### config.mk
export PLATFORM = sky130hd
export DESIGN_NAME = pc_flow_controller
export DESIGN_NICKNAME = d
export VERILOG_FILES = /design/src/rtl/pc_flow_controller.sv
export SDC_FILE = /design/constraint.sdc
export NUM_CORES = 1
export LEC_CHECK = 0
export CAP_MARGIN = 15
export CORE_ASPECT_RATIO = 1.25
export CORE_MARGIN = 4
export CORE_UTILIZATION = 44
export CTS_CLUSTER_SIZE = 40
export DETAILED_ROUTE_END_ITERATION = 8
export PLACE_DENSITY_LB_ADDON = 0.1
export SETUP_SLACK_MARGIN = 0.2
export SLEW_MARGIN = 20
export SYNTH_ARGS = -nofsm -noshare
export SYNTH_HDL_FRONTEND = slang
export SYNTH_SLANG_ARGS = --single-unit
### constraint.sdc
create_clock -name clk -period 7.9 [get_ports clk]
set_clock_uncertainty 0.15 [all_clocks]
set_input_delay 1.975 -clock clk [delete_from_list [all_inputs] [get_ports clk]]
set_output_delay 1.975 -clock clk [all_outputs]
set_load 0.1 [all_outputs]
### src/rtl/pc_flow_controller.sv
// Program counter sequencing for the 8-bit single-cycle core: PC register, PC+4 / target mux,
// busy-wait hold and a saturating redirect counter.
//   state | meaning
//   BOOT  | PC parked at RESET_VECTOR, no instruction executing
//   RUN   | instruction executing, PC advances each edge
//   STALL | memory busy-wait, PC held until release edge
`timescale 1ns/1ps
module pc_flow_controller #(
    parameter int unsigned           PC_WIDTH     = 32,
    parameter logic [PC_WIDTH-1:0]   RESET_VECTOR = '0
) (
    input  logic                clk,
    input  logic                reset,
    input  logic                busywait,
    input  logic                jump,
    input  logic                branch_eq,
    input  logic                branch_ne,
    input  logic                zero,
    input  logic [7:0]          offset,
    output logic [PC_WIDTH-1:0] pc,
    output logic [PC_WIDTH-1:0] pc_plus4,
    output logic [PC_WIDTH-1:0] target,
    output logic                flow_select,
    output logic                instr_valid,
    output logic                stalled,
    output logic [15:0]         redirect_count
);

    typedef enum logic [1:0] {
        BOOT  = 2'd0,
        RUN   = 2'd1,
        STALL = 2'd2
    } state_t;

    state_t              state, state_nxt;
    logic                taken;
    logic                commit;
    logic [PC_WIDTH-1:0] next_pc;
    logic [PC_WIDTH-1:0] offset_ext;

    // Word offset scaled to bytes and sign-extended to the PC width.
    assign offset_ext = {{(PC_WIDTH-10){offset[7]}}, offset, 2'b00};
    assign pc_plus4   = pc + {{(PC_WIDTH-3){1'b0}}, 3'b100};
    assign target     = pc_plus4 + offset_ext;
    assign taken      = jump | (branch_eq & zero) | (branch_ne & ~zero);
    assign next_pc    = flow_select ? target : pc_plus4;

    always_ff @(posedge clk or posedge reset) begin
        if (reset) begin
            state <= BOOT;
        end else begin
            state <= state_nxt;
        end
    end

    always_comb begin
        state_nxt   = state;
        instr_valid = 1'b0;
        stalled     = 1'b0;
        commit      = 1'b0;
        case (state)
            BOOT: begin
                state_nxt = RUN;
            end
            RUN: begin
                instr_valid = 1'b1;
                commit      = ~busywait;
                state_nxt   = busywait ? STALL : RUN;
            end
            STALL: begin
                instr_valid = 1'b1;
                stalled     = 1'b1;
                commit      = ~busywait;
                state_nxt   = busywait ? STALL : RUN;
            end
            default: begin
                state_nxt = BOOT;
            end
        endcase
        flow_select = taken & instr_valid;
    end

    always_ff @(posedge clk or posedge reset) begin
        if (reset) begin
            pc <= RESET_VECTOR;
        end else if (commit) begin
            pc <= next_pc;
        end
    end

    always_ff @(posedge clk or posedge reset) begin
        if (reset) begin
            redirect_count <= 16'h0000;
        end else if (commit && flow_select && (redirect_count != 16'hFFFF)) begin
            redirect_count <= redirect_count + 16'h0001;
        end
    end

endmodule
======== After elaboration in Yosys (flattened, before gate mapping) ========
Index checks and enable logic that the tools add are counted.
word-level totals
  flip-flop bits (word level) ............. 50
  input bits .............................. 15
  output and inout port bits .............. 115
operators by class
  add/subtract/negate cells ............... 3
  equal/unequal tests ..................... 3
  mux-type cells .......................... 6
  bitwise operators ....................... 7
  reductions and logical operators ........ 4
operators by type and width
  operator                 count
  $add A32 B3 Y32 const B  1
  $add A32 B32 Y32         1
  $mux W32                 1
  $add A16 B1 Y16 const B  1
  $ne A16 B16 Y1 const B   1
  $pmux W2 S2              1
  $and A1 B1 Y1            3
  $mux W1                  3
  $eq A2 B1 Y1 const B     1
  $eq A2 B2 Y1 const B     1
  $logic_and A1 B1 Y1      2
  $logic_not A2 Y1         1
  $mux W2                  1
  $not A1 Y1               2
  $or A1 B1 Y1             2
  $reduce_or A2 Y1         1

======== Longest topological paths before layout ========
Gate-level depths: netlist of the first run.
  word-level depth ........................ 6
  depth in mapped cells ................... 18
  gate-level depth less buffers ........... 17

======== Worst setup path before layout of the first run ========
No wires, ideal clock.
  kind .................................... register -> output
  start ................................... reg pc[4]
  end ..................................... out target[31]
  arrival ................................. 7.544 ns
  data required time ...................... 5.775 ns
  setup slack ............................. -1.769 ns
  cell stages (with the launch flop) ...... 18
  cell sequence ........................... dfrtp_1 and4_1 and3_1 and3_1 clkbuf_1 nand2_1 nor2_1 nand3_1 xnor2_1 ha_1 nand2_1 nor2_1 a2111oi_0 o31ai_1 a31oi_1 nand2b_1 xnor2_1 xnor2_1
between the ends
  cells in the longest elaborated chain, start to end .. 2
RTL lines
  element                   RTL line  RTL
  start: declaration        20        output logic [PC_WIDTH-1:0] pc,
  start signal: assignment  87        pc <= next_pc;
  $add A32 B3 Y32           43        assign pc_plus4 = pc + {{(PC_WIDTH-3){1'b0}}, 3'b100};
  via pc_plus4[21]          21        output logic [PC_WIDTH-1:0] pc_plus4,
  $add A32 B32 Y32          44        assign target = pc_plus4 + offset_ext;
  end: declaration          22        output logic [PC_WIDTH-1:0] target,
The timed path passes the listed nets, and every way through them passes these cells.

======== Worst setup path after layout of the first run ========
  start ................................... in offset[7]
  end ..................................... out target[30]
between the ends
  cells in the longest elaborated chain, start to end .. 1
RTL lines
  element             RTL line  RTL
  start: declaration  19        input logic [7:0] offset,
  $add A32 B32 Y32    44
No other way between the ends.

==> flow_metrics.env, run 1 <==
export IMPL_r2r_start="pc[5]"
export IMPL_cp_top_family="compound AO/OA/AOI/OAI gates"
export IMPL_syn_avg_cell_area_sq_um=8.02
export IMPL_critPathRequiredTime_ns=5.78
export IMPL_dr_pass1_iters=5
export IMPL_yosys_warnings=0
export IMPL_synth_largest_area_cell="dfrtp_1"
export IMPL_crit_slowest_cell="clkdlybuf4s50_1"
export IMPL_syn_inst=577
export IMPL_dpl_hpwl_um=11300
export IMPL_fin_cells=823
export IMPL_critPathLaunch="offset[7]"
export IMPL_grt_pass1_vias=4870
export IMPL_synthTopCellsByCount="68 x nand2_1, 52 x a21oi_1, 50 x nor2_1, 48 x dfrtp_1, 48 x xnor2_1"
export IMPL_cp_data_arrival_time_ns=5.25
export IMPL_syn_to_final_growth_pct=44.9
export IMPL_netlist_top_cells_area="dfrtp_1 26%, ha_1 11%, xnor2_1 9.1%"
export IMPL_gr_total_overflow=0
export IMPL_crit_path_max_incr_delay_ns=0.51
export IMPL_grt_antenna_before_repair=0
export IMPL_cts_sinks=48
export IMPL_synth_top_flop_cell="dfrtp_1"
export IMPL_nets=750
export IMPL_regArea_sq_um=1220
export IMPL_outcome="finished clean"
export IMPL_finalCritPeriodShare_pct=93.3
export IMPL_crit_path_start_kind="input port"
export IMPL_cp_cell_sequence="clkdlybuf4s50_1 > buf_12 > ha_1 > a21o_1 > a211o_1 > a211o_1 > a21oi_2 > o21a_1 > o21ai_1 > a311oi_2 > xnor2_2 > buf_12"
export IMPL_drv_slew=0
export IMPL_ys_async_sr_fraction_pct=100
export IMPL_die_x_um=99.7
export IMPL_wl_um=14900
export IMPL_hold_viol=0
export IMPL_num_rows=41
export IMPL_cp_num_buf_inv=3
export IMPL_wire_per_inst_um=18.1
export IMPL_synth_seq_cells=48
export IMPL_hp_class="reg2reg"
export IMPL_initial_utilization_pct=45.3
export IMPL_die_area_sq_um=12200
export IMPL_clk_path_buf_depth=2
export IMPL_first_iter_violations=235
export IMPL_synth_edf_count=0
export IMPL_yosysMostFrequentCell="nand2_1"
export IMPL_cp_max_fo=35
export IMPL_synth_top_area_share_pct=25.9
export IMPL_ctsResizeCount=0
export IMPL_cts_hold_fix_buffers=0
export IMPL_numCtsBuffers=5
export IMPL_maxCapViolCount=0
export IMPL_drtAntennaViolNets=0
export IMPL_crit_type="in2out"
export IMPL_port_buffers=123
export IMPL_multi_input_area_sq_um=3630
export IMPL_gp_congestion=0.944
export IMPL_die_height_um=123
export IMPL_antennaDiodeCount=0
export IMPL_vias=4780
export IMPL_grt_setup_unrepaired="false"
export IMPL_fmax_ghz=0.136
export IMPL_dpl_cell_count=815
export IMPL_h_tree_depth=2
export IMPL_cts_root_buf="clkbuf_16"
export IMPL_min_from="redirect_count[14]"
export IMPL_synth_cell_types=59
export IMPL_fillers=856
export IMPL_grt_max_degree=49
export IMPL_slew_headroom_pct=33.2
export IMPL_setup_viol=0
export IMPL_clkTransAtPathRegs_ns=0.07
export IMPL_end_kind="primary output"
export IMPL_final_layout_size_suffix_gt1_share_pct=15.1
export IMPL_core_sq_um=10200
export IMPL_track_usage_pct=24.8
export IMPL_grt_pass1_wl_um=24400
export IMPL_io_pins=130
export IMPL_synth_seq_area_share_pct=25.9
export IMPL_worst_pin_slew_ns=0.999
export IMPL_post_cts_buffers=0
export IMPL_clk_latency_ns=0.30
export IMPL_syn_area_sq_um=4630
export IMPL_drc=0
export IMPL_via_per_inst=5.81
export IMPL_worst_r2r_setup_slack_ns=2.98
export IMPL_cts_tree="done"
export IMPL_fin_crit_ns=7.37
==> cell usage in the layout (no fill, tap or decap), drive strengths merged, types with 5 or more instances in the layout <==
cell,synthesis,layout
a31oi,12,12
nand2,68,68
inv,16,16
o22ai,6,6
nand4,11,11
nor2,50,50
ha,41,41
xnor2,48,48
nor2b,6,6
xor2,25,25
and3,19,19
o21bai,7,7
buf,8,32
conb,1,6
o21ai,33,33
clkbuf,16,5
and4,5,5
a21oi,53,53
a21o,12,12
nand3,28,28
nor3,11,11
clkdlybuf4s50,0,96
dfrtp,48,48
==> cell type report <==
| type | count | share of cell area (%) |
|---|---|---|
| clock inverters | 3 | 0.690 |
| repair buffers | 128 | 21.8 |
| multi-input cells | 494 | 54.1 |
| well taps | 129 | 2.41 |
| clock buffers | 5 | 1.86 |
| inverters | 16 | 0.914 |
| flip-flops and latches | 48 | 18.3 |
==> path summary, 6_finish.rpt <==
path / to / cells after the start
max: target[30] / 12
min: redirect_count[14] / 1
max reg2reg: pc[31] / 17
min reg2reg: redirect_count[14] / 1
max in group asynchronous: pc[6] / 2
min in group asynchronous: redirect_count[14] / 2
==> sequential cells by signal, indices dropped and copies added, names as in the netlist <==
| register | flops |
|---|---|
| pc | 30 |
| redirect_count | 16 |
| state | 2 |
==> through the flow <==
| step | setup slack [ns] | utilization [%] | hold slack (ns) | TNS [ns] | cell area, sq um |
|---|---|---|---|---|---|
| after floorplan | -0.172 | - | 0.389 | -0.381 | 5020 |
| after global placement | 0.627 | 64.0 | 0.327 | 0 | 6540 |
| after detailed placement | 0.566 | 64.0 | 0.331 | 0 | 6540 |
| after CTS | 0.535 | 65.7 | 0.347 | 0 | 6710 |
| after global routing | 0.371 | 65.7 | 0.362 | 0 | 6710 |
| final | 0.529 | 65.7 | 0.341 | 0 | 6710 |
==> cells by family (layout without fill, tap and decap cells) <==
kind of cell | Yosys count | count (layout) | share of synthesized area, %
compound gates | 155 | 155 | 21.1
xor+xnor | 73 | 73 | 13.8
fa+ha+maj | 42 | 42 | 11.5
buf+inv | 40 | 152 | 3.89
flops | 48 | 48 | 25.9
mux | 3 | 3 | 0.946
other cells | 1 | 6 | 0.0810
simple gates | 215 | 215 | 22.7
==> routing by layer <==
| metal | global-route usage (%) | up-vias | wire [um] |
|---|---|---|---|
| met5 | 0 | - | 0 |
| met4 | 11.0 | 0 | 537 |
| met3 | 3.64 | 29 | 716 |
| met2 | 43.4 | 155 | 7600 |
| met1 | 29.9 | 2302 | 6040 |
| li1 | - | 2294 | - |
Power of run 1 is left out: the tool's default activity adds up to more than one toggle a clock period on the data nets, which glitch-free logic cannot reach.
==> run 2, diff against run 1 <==
--- a/config.mk
+++ b/config.mk
@@ -11,6 +11,7 @@
 export CORE_UTILIZATION = 44
 export CTS_CLUSTER_SIZE = 40
 export DETAILED_ROUTE_END_ITERATION = 8
+export GPL_TIMING_DRIVEN = 0
 export PLACE_DENSITY_LB_ADDON = 0.1
 export SETUP_SLACK_MARGIN = 0.2
 export SLEW_MARGIN = 20
==> flow_metrics.env, run 2 (synthesized netlist as in run 1, its figures left out) <==
export IMPL_track_usage_pct=24.6
export IMPL_fin_cells=843
export IMPL_nets=770
export IMPL_layout_common_cells="107 x clkdlybuf4s50_1, 68 x nand2_1, 52 x a21oi_1"
export IMPL_layout_commonest_cell="clkdlybuf4s50_1"
export IMPL_cp_max_fo=4
export IMPL_clk_path_buf_depth=2
export IMPL_drc=0
export IMPL_largest_reg_flops=30
export IMPL_maxCapViolCount=0
export IMPL_critPathRequiredTime_ns=5.78
export IMPL_reg2regPathDepth=18
export IMPL_cp_data_arrival_time_ns=5.44
export IMPL_antennaDiodeCount=0
export IMPL_outcome="finished clean"
export IMPL_holdPathStages=1
export IMPL_cts_root_buf="clkbuf_16"
export IMPL_wl_um=15100
export IMPL_hold_end="redirect_count[7]"
export IMPL_wire_per_inst_um=17.9
export IMPL_grt_max_degree=36
export IMPL_crit_path_max_incr_delay_ns=0.86
export IMPL_crit_slowest_cell="clkdlybuf4s15_1"
export IMPL_slew_headroom_pct=33.2
export IMPL_dpl_cell_count=835
export IMPL_reg_top3="pc x30, redirect_count x16, state x2"
export IMPL_crit_path_start_kind="input port"
export IMPL_vias=4878
export IMPL_via_per_inst=5.79
export IMPL_gr_total_overflow=0
export IMPL_cts_sinks=48
export IMPL_min_from="redirect_count[7]"
export IMPL_path_common_cell="a21oi_1"
export IMPL_grt_pass1_wl_um=24300
export IMPL_cp_num_buf_inv=2
export IMPL_core_sq_um=10200
export IMPL_die_area_sq_um=12200
export IMPL_final_layout_size_suffix_gt1_share_pct=12.3
export IMPL_crit_type="in2out"
export IMPL_timing_final_ws_setup_ns=0.333
export IMPL_fmax_ghz=0.132
export IMPL_regMostFlops="pc"
export IMPL_preCtsSetupSlack_ns=-0.550
export IMPL_cp_cell_sequence="clkdlybuf4s50_1 > ha_1 > fa_1 > a21oi_1 > o21ai_0 > a211o_1 > nand4_1 > nand3_1 > a21oi_1 > xnor2_1 > clkdlybuf4s15_1"
export IMPL_clk_latency_ns=0.29
export IMPL_dpl_hpwl_um=11800
export IMPL_numCtsBuffers=5
export IMPL_finalCritPeriodShare_pct=95.8
export IMPL_clkTransAtPathRegs_ns=0.07
export IMPL_first_iter_violations=260
export IMPL_num_rows=41
export IMPL_h_tree_depth=2
export IMPL_io_pins=130
export IMPL_hp_class="reg2reg"
export IMPL_fin_crit_ns=7.57
export IMPL_die_x_um=99.7
export IMPL_die_height_um=123
export IMPL_gp_congestion=0.858
export IMPL_dr_pass1_iters=5
export IMPL_grt_setup_unrepaired="false"
export IMPL_drtAntennaViolNets=0
export IMPL_initial_utilization_pct=45.3
export IMPL_drv_slew=0
export IMPL_hold_viol=0
export IMPL_cts_tree="done"
export IMPL_r2r_start="pc[5]"
export IMPL_grt_antenna_before_repair=0
export IMPL_syn_to_final_growth_pct=42.0
export IMPL_worst_r2r_setup_slack_ns=2.86
export IMPL_grt_pass1_vias=4838
export IMPL_r2r_end="pc[31]"
export IMPL_port_buffers=123
export IMPL_setup_viol=0
export IMPL_worst_pin_slew_ns=0.998
export IMPL_end_kind="primary output"
export IMPL_cp_top_family="buffers and inverters"
[run 2: cell count changes in the layout (fill, tap and decap cells not counted), moves of 2 or more]
cell	delta
buf_12	-20
buf_2	+3
buf_4	-4
clkbuf_1	+17
clkbuf_2	+2
clkdlybuf4s15_2	+2
clkdlybuf4s50_1	+11
dlygate4sd2_1	+3
dlymetal6s2s_1	+3
[run 2: layout make-up]
cell class	instances	area [sq um]
timing repair buffer	124	1230
inverter	16	60.1
tap	129	161
buffer	24	120
fill	888	3630
multi-input combinational	494	3620
clock inverter	2	35.0
sequential	48	1220
clock buffer	6	129
[run 2: worst register-to-register path, stage by stage, from the launching register on]
cell and delay [ns]:
dfrtp_4 0.47, and4_1 0.28, and3_1 0.32, and3_1 0.19
clkbuf_1 0.21, nand2_1 0.15, nor2_4 0.26, nand2_1 0.20
nor2_1 0.43, xor2_4 0.12, ha_1 0.36, and3_1 0.24
and2_1 0.17, o21ai_0 0.08, o31ai_1 0.09, a31oi_1 0.32
mux4_2 0.37, a2111oi_2 0.39, xnor2_1 0.16
[run 2: layer usage]
metal | global-route usage [%] | share of wire (%) | wire length [um]
met5 | 0 | 0 | 0
met4 | 6.06 | 1.4 | 217
met3 | 3.24 | 5.2 | 784
met2 | 44.0 | 51 | 7720
met1 | 31.1 | 42 | 6370
[run 2: how the worst max path moves through the flow]
stage               startpoint    endpoint  slack [ns]  cells after the start
floorplan               pc[19]  target[31]       -0.17                     14
global placement     offset[7]  target[30]       -1.39                     11
detailed placement   offset[1]  target[25]       -0.55                     11
CTS                  offset[0]  target[22]        0.21                     10
global route         offset[0]  target[20]        0.21                     11
finish               offset[0]  target[20]        0.33                     11
[run 2: through the flow]
stage          instance area (sq um)  hold slack [ns]  setup TNS (ns)  util (%)
3_5_place_dp                    6420            0.332           -2.83      62.9
5_1_grt                         6580            0.355               0      64.4
6_report                        6580            0.338               0      64.4
2_1_floorplan                   5020            0.389          -0.381         -
3_3_place_gp                    6410            0.326          -17.79      62.8
4_1_cts                         6590            0.344               0      64.5
[run 2: timing repair]
item,4_1_cts,5_1_grt
hold buffers,0,0
gates resized for setup,28,16
buffers inserted,0,0
endpoints found under the hold margin,0,0
endpoints found under the setup margin,14,13
Power of run 2 is left out for the same reason.
==> run 3, diff against run 2 <==
--- a/config.mk
+++ b/config.mk
@@ -6,9 +6,11 @@
 export NUM_CORES = 1
 export LEC_CHECK = 0
 export CAP_MARGIN = 15
+export CELL_PAD_IN_SITES_DETAIL_PLACEMENT = 1
+export CELL_PAD_IN_SITES_GLOBAL_PLACEMENT = 2
 export CORE_ASPECT_RATIO = 1.25
 export CORE_MARGIN = 4
-export CORE_UTILIZATION = 44
+export CORE_UTILIZATION = 30
 export CTS_CLUSTER_SIZE = 40
 export DETAILED_ROUTE_END_ITERATION = 8
 export GPL_TIMING_DRIVEN = 0
==> flow_metrics.env, run 3 (synthesized netlist as in run 1, its figures left out) <==
export IMPL_via_per_inst=5.29
export IMPL_r2r_end="pc[31]"
export IMPL_slew_headroom_pct=32.6
export IMPL_syn_to_final_growth_pct=45.0
export IMPL_wire_per_inst_um=19.6
export IMPL_ctsResizeCount=39
export IMPL_track_usage_pct=20.4
export IMPL_fillers=1789
export IMPL_cp_cell_sequence="clkdlybuf4s50_1 > ha_1 > fa_1 > a21oi_1 > o21ai_0 > a211o_1 > a31o_2 > a21oi_1 > xnor2_1 > dlygate4sd2_1"
export IMPL_nets=770
export IMPL_antennaDiodeCount=0
export IMPL_io_pins=130
export IMPL_utilization_pct=44.5
export IMPL_worst_path_stages=10
export IMPL_fin_crit_ns=7.58
export IMPL_outcome="finished clean"
export IMPL_clkTransAtPathRegs_ns=0.07
export IMPL_layout_commonest_cell="clkdlybuf4s50_1"
export IMPL_clk_path_buf_depth=2
export IMPL_worst_r2r_setup_slack_ns=2.68
export IMPL_critPathLaunch="offset[0]"
export IMPL_hold_end="redirect_count[7]"
export IMPL_drv_slew=0
export IMPL_gr_total_overflow=0
export IMPL_reg2regPathDepth=16
export IMPL_maxCapViolCount=0
export IMPL_cts_root_buf="clkbuf_16"
export IMPL_post_cts_buffers=0
export IMPL_grt_setup_unrepaired="false"
export IMPL_grt_pass1_wl_um=29000
export IMPL_hp_class="reg2reg"
export IMPL_critPathRequiredTime_ns=5.78
export IMPL_num_rows=50
export IMPL_regMostFlops="pc"
export IMPL_min_from="redirect_count[7]"
export IMPL_end_kind="primary output"
export IMPL_dr_pass1_iters=4
export IMPL_cp_top_family="buffers and inverters"
export IMPL_h_tree_depth=2
export IMPL_path_common_cell="a21oi_1"
export IMPL_wl_um=18000
export IMPL_dpl_cell_count=914
export IMPL_cts_hold_fix_buffers=0
export IMPL_dpl_hpwl_um=14300
export IMPL_numCtsBuffers=5
export IMPL_crit_path_start_kind="input port"
export IMPL_grt_pass1_vias=5201
export IMPL_crit_slowest_cell="dlygate4sd2_1"
export IMPL_drc=0
export IMPL_worst_pin_slew_ns=1.01
export IMPL_layout_common_cells="105 x clkdlybuf4s50_1, 68 x nand2_1, 52 x a21oi_1"
export IMPL_holdPathStages=1
export IMPL_drtAntennaViolNets=0
export IMPL_crit_type="in2out"
export IMPL_cp_num_buf_inv=2
export IMPL_die_height_um=147
export IMPL_finalCritPeriodShare_pct=96.0
export IMPL_core_sq_um=15100
export IMPL_hold_viol=0
export IMPL_clk_latency_ns=0.29
export IMPL_vias=4876
export IMPL_port_buffers=123
export IMPL_cp_data_arrival_time_ns=5.46
export IMPL_final_layout_size_suffix_gt1_share_pct=12.7
export IMPL_setup_viol=0
export IMPL_cts_tree="done"
export IMPL_first_iter_violations=221
export IMPL_die_area_sq_um=17500
export IMPL_gp_congestion=0.835
export IMPL_die_x_um=119
export IMPL_cp_max_fo=4
export IMPL_grt_max_degree=49
export IMPL_fin_cells=922
export IMPL_grt_antenna_before_repair=0
export IMPL_cts_sinks=48
export IMPL_largest_reg_flops=30
export IMPL_fmax_ghz=0.132
export IMPL_initial_utilization_pct=30.7
export IMPL_reg_top3="pc x30, redirect_count x16, state x2"
export IMPL_crit_path_max_incr_delay_ns=0.91
export IMPL_r2r_start="pc[4]"
## run 3: worst max path at each step
| stage | endpoint | slack (ns) |
|---|---|---|
| final | target[14] | 0.32 |
| after CTS | target[29] | 0.15 |
| after global placement | target[28] | -1.54 |
| after floorplan | target[31] | -0.17 |
| after global routing | target[24] | 0.22 |
| after detailed placement | target[25] | -0.66 |
## run 3: metrics by stage
step / TNS [ns] / hold slack, ns / cell area, sq um / setup slack, ns
after floorplan: -0.381 / 0.389 / 5020 / -0.172
after global placement: -21.11 / 0.328 / 6510 / -1.54
after detailed placement: -3.68 / 0.339 / 6530 / -0.662
after CTS: 0 / 0.357 / 6720 / 0.150
after global routing: 0 / 0.383 / 6710 / 0.220
final: 0 / 0.351 / 6710 / 0.317
## run 3: routing by layer
| metal | up-vias | share of wire, % | GRT usage (%) |
|---|---|---|---|
| met3 | 12 | 4.0 | 2.54 |
| met2 | 131 | 53 | 38.0 |
| met1 | 2399 | 42 | 25.5 |
| met4 | 0 | 0.86 | 3.07 |
| met5 | - | 0 | 0 |
| li1 | 2334 | - | - |
## run 3: cell type report
cell class                 count  area (sq um)  area share, %
multi-input combinational    494          3620           53.9
timing repair buffer         124          1230           18.3
inverter                      16          62.6          0.932
sequential                    48          1220           18.3
buffer                        24           120           1.79
tap                          208           260           3.88
clock buffer                   5           125           1.86
clock inverter                 3          68.8           1.03
Power of run 3 is left out for the same reason.
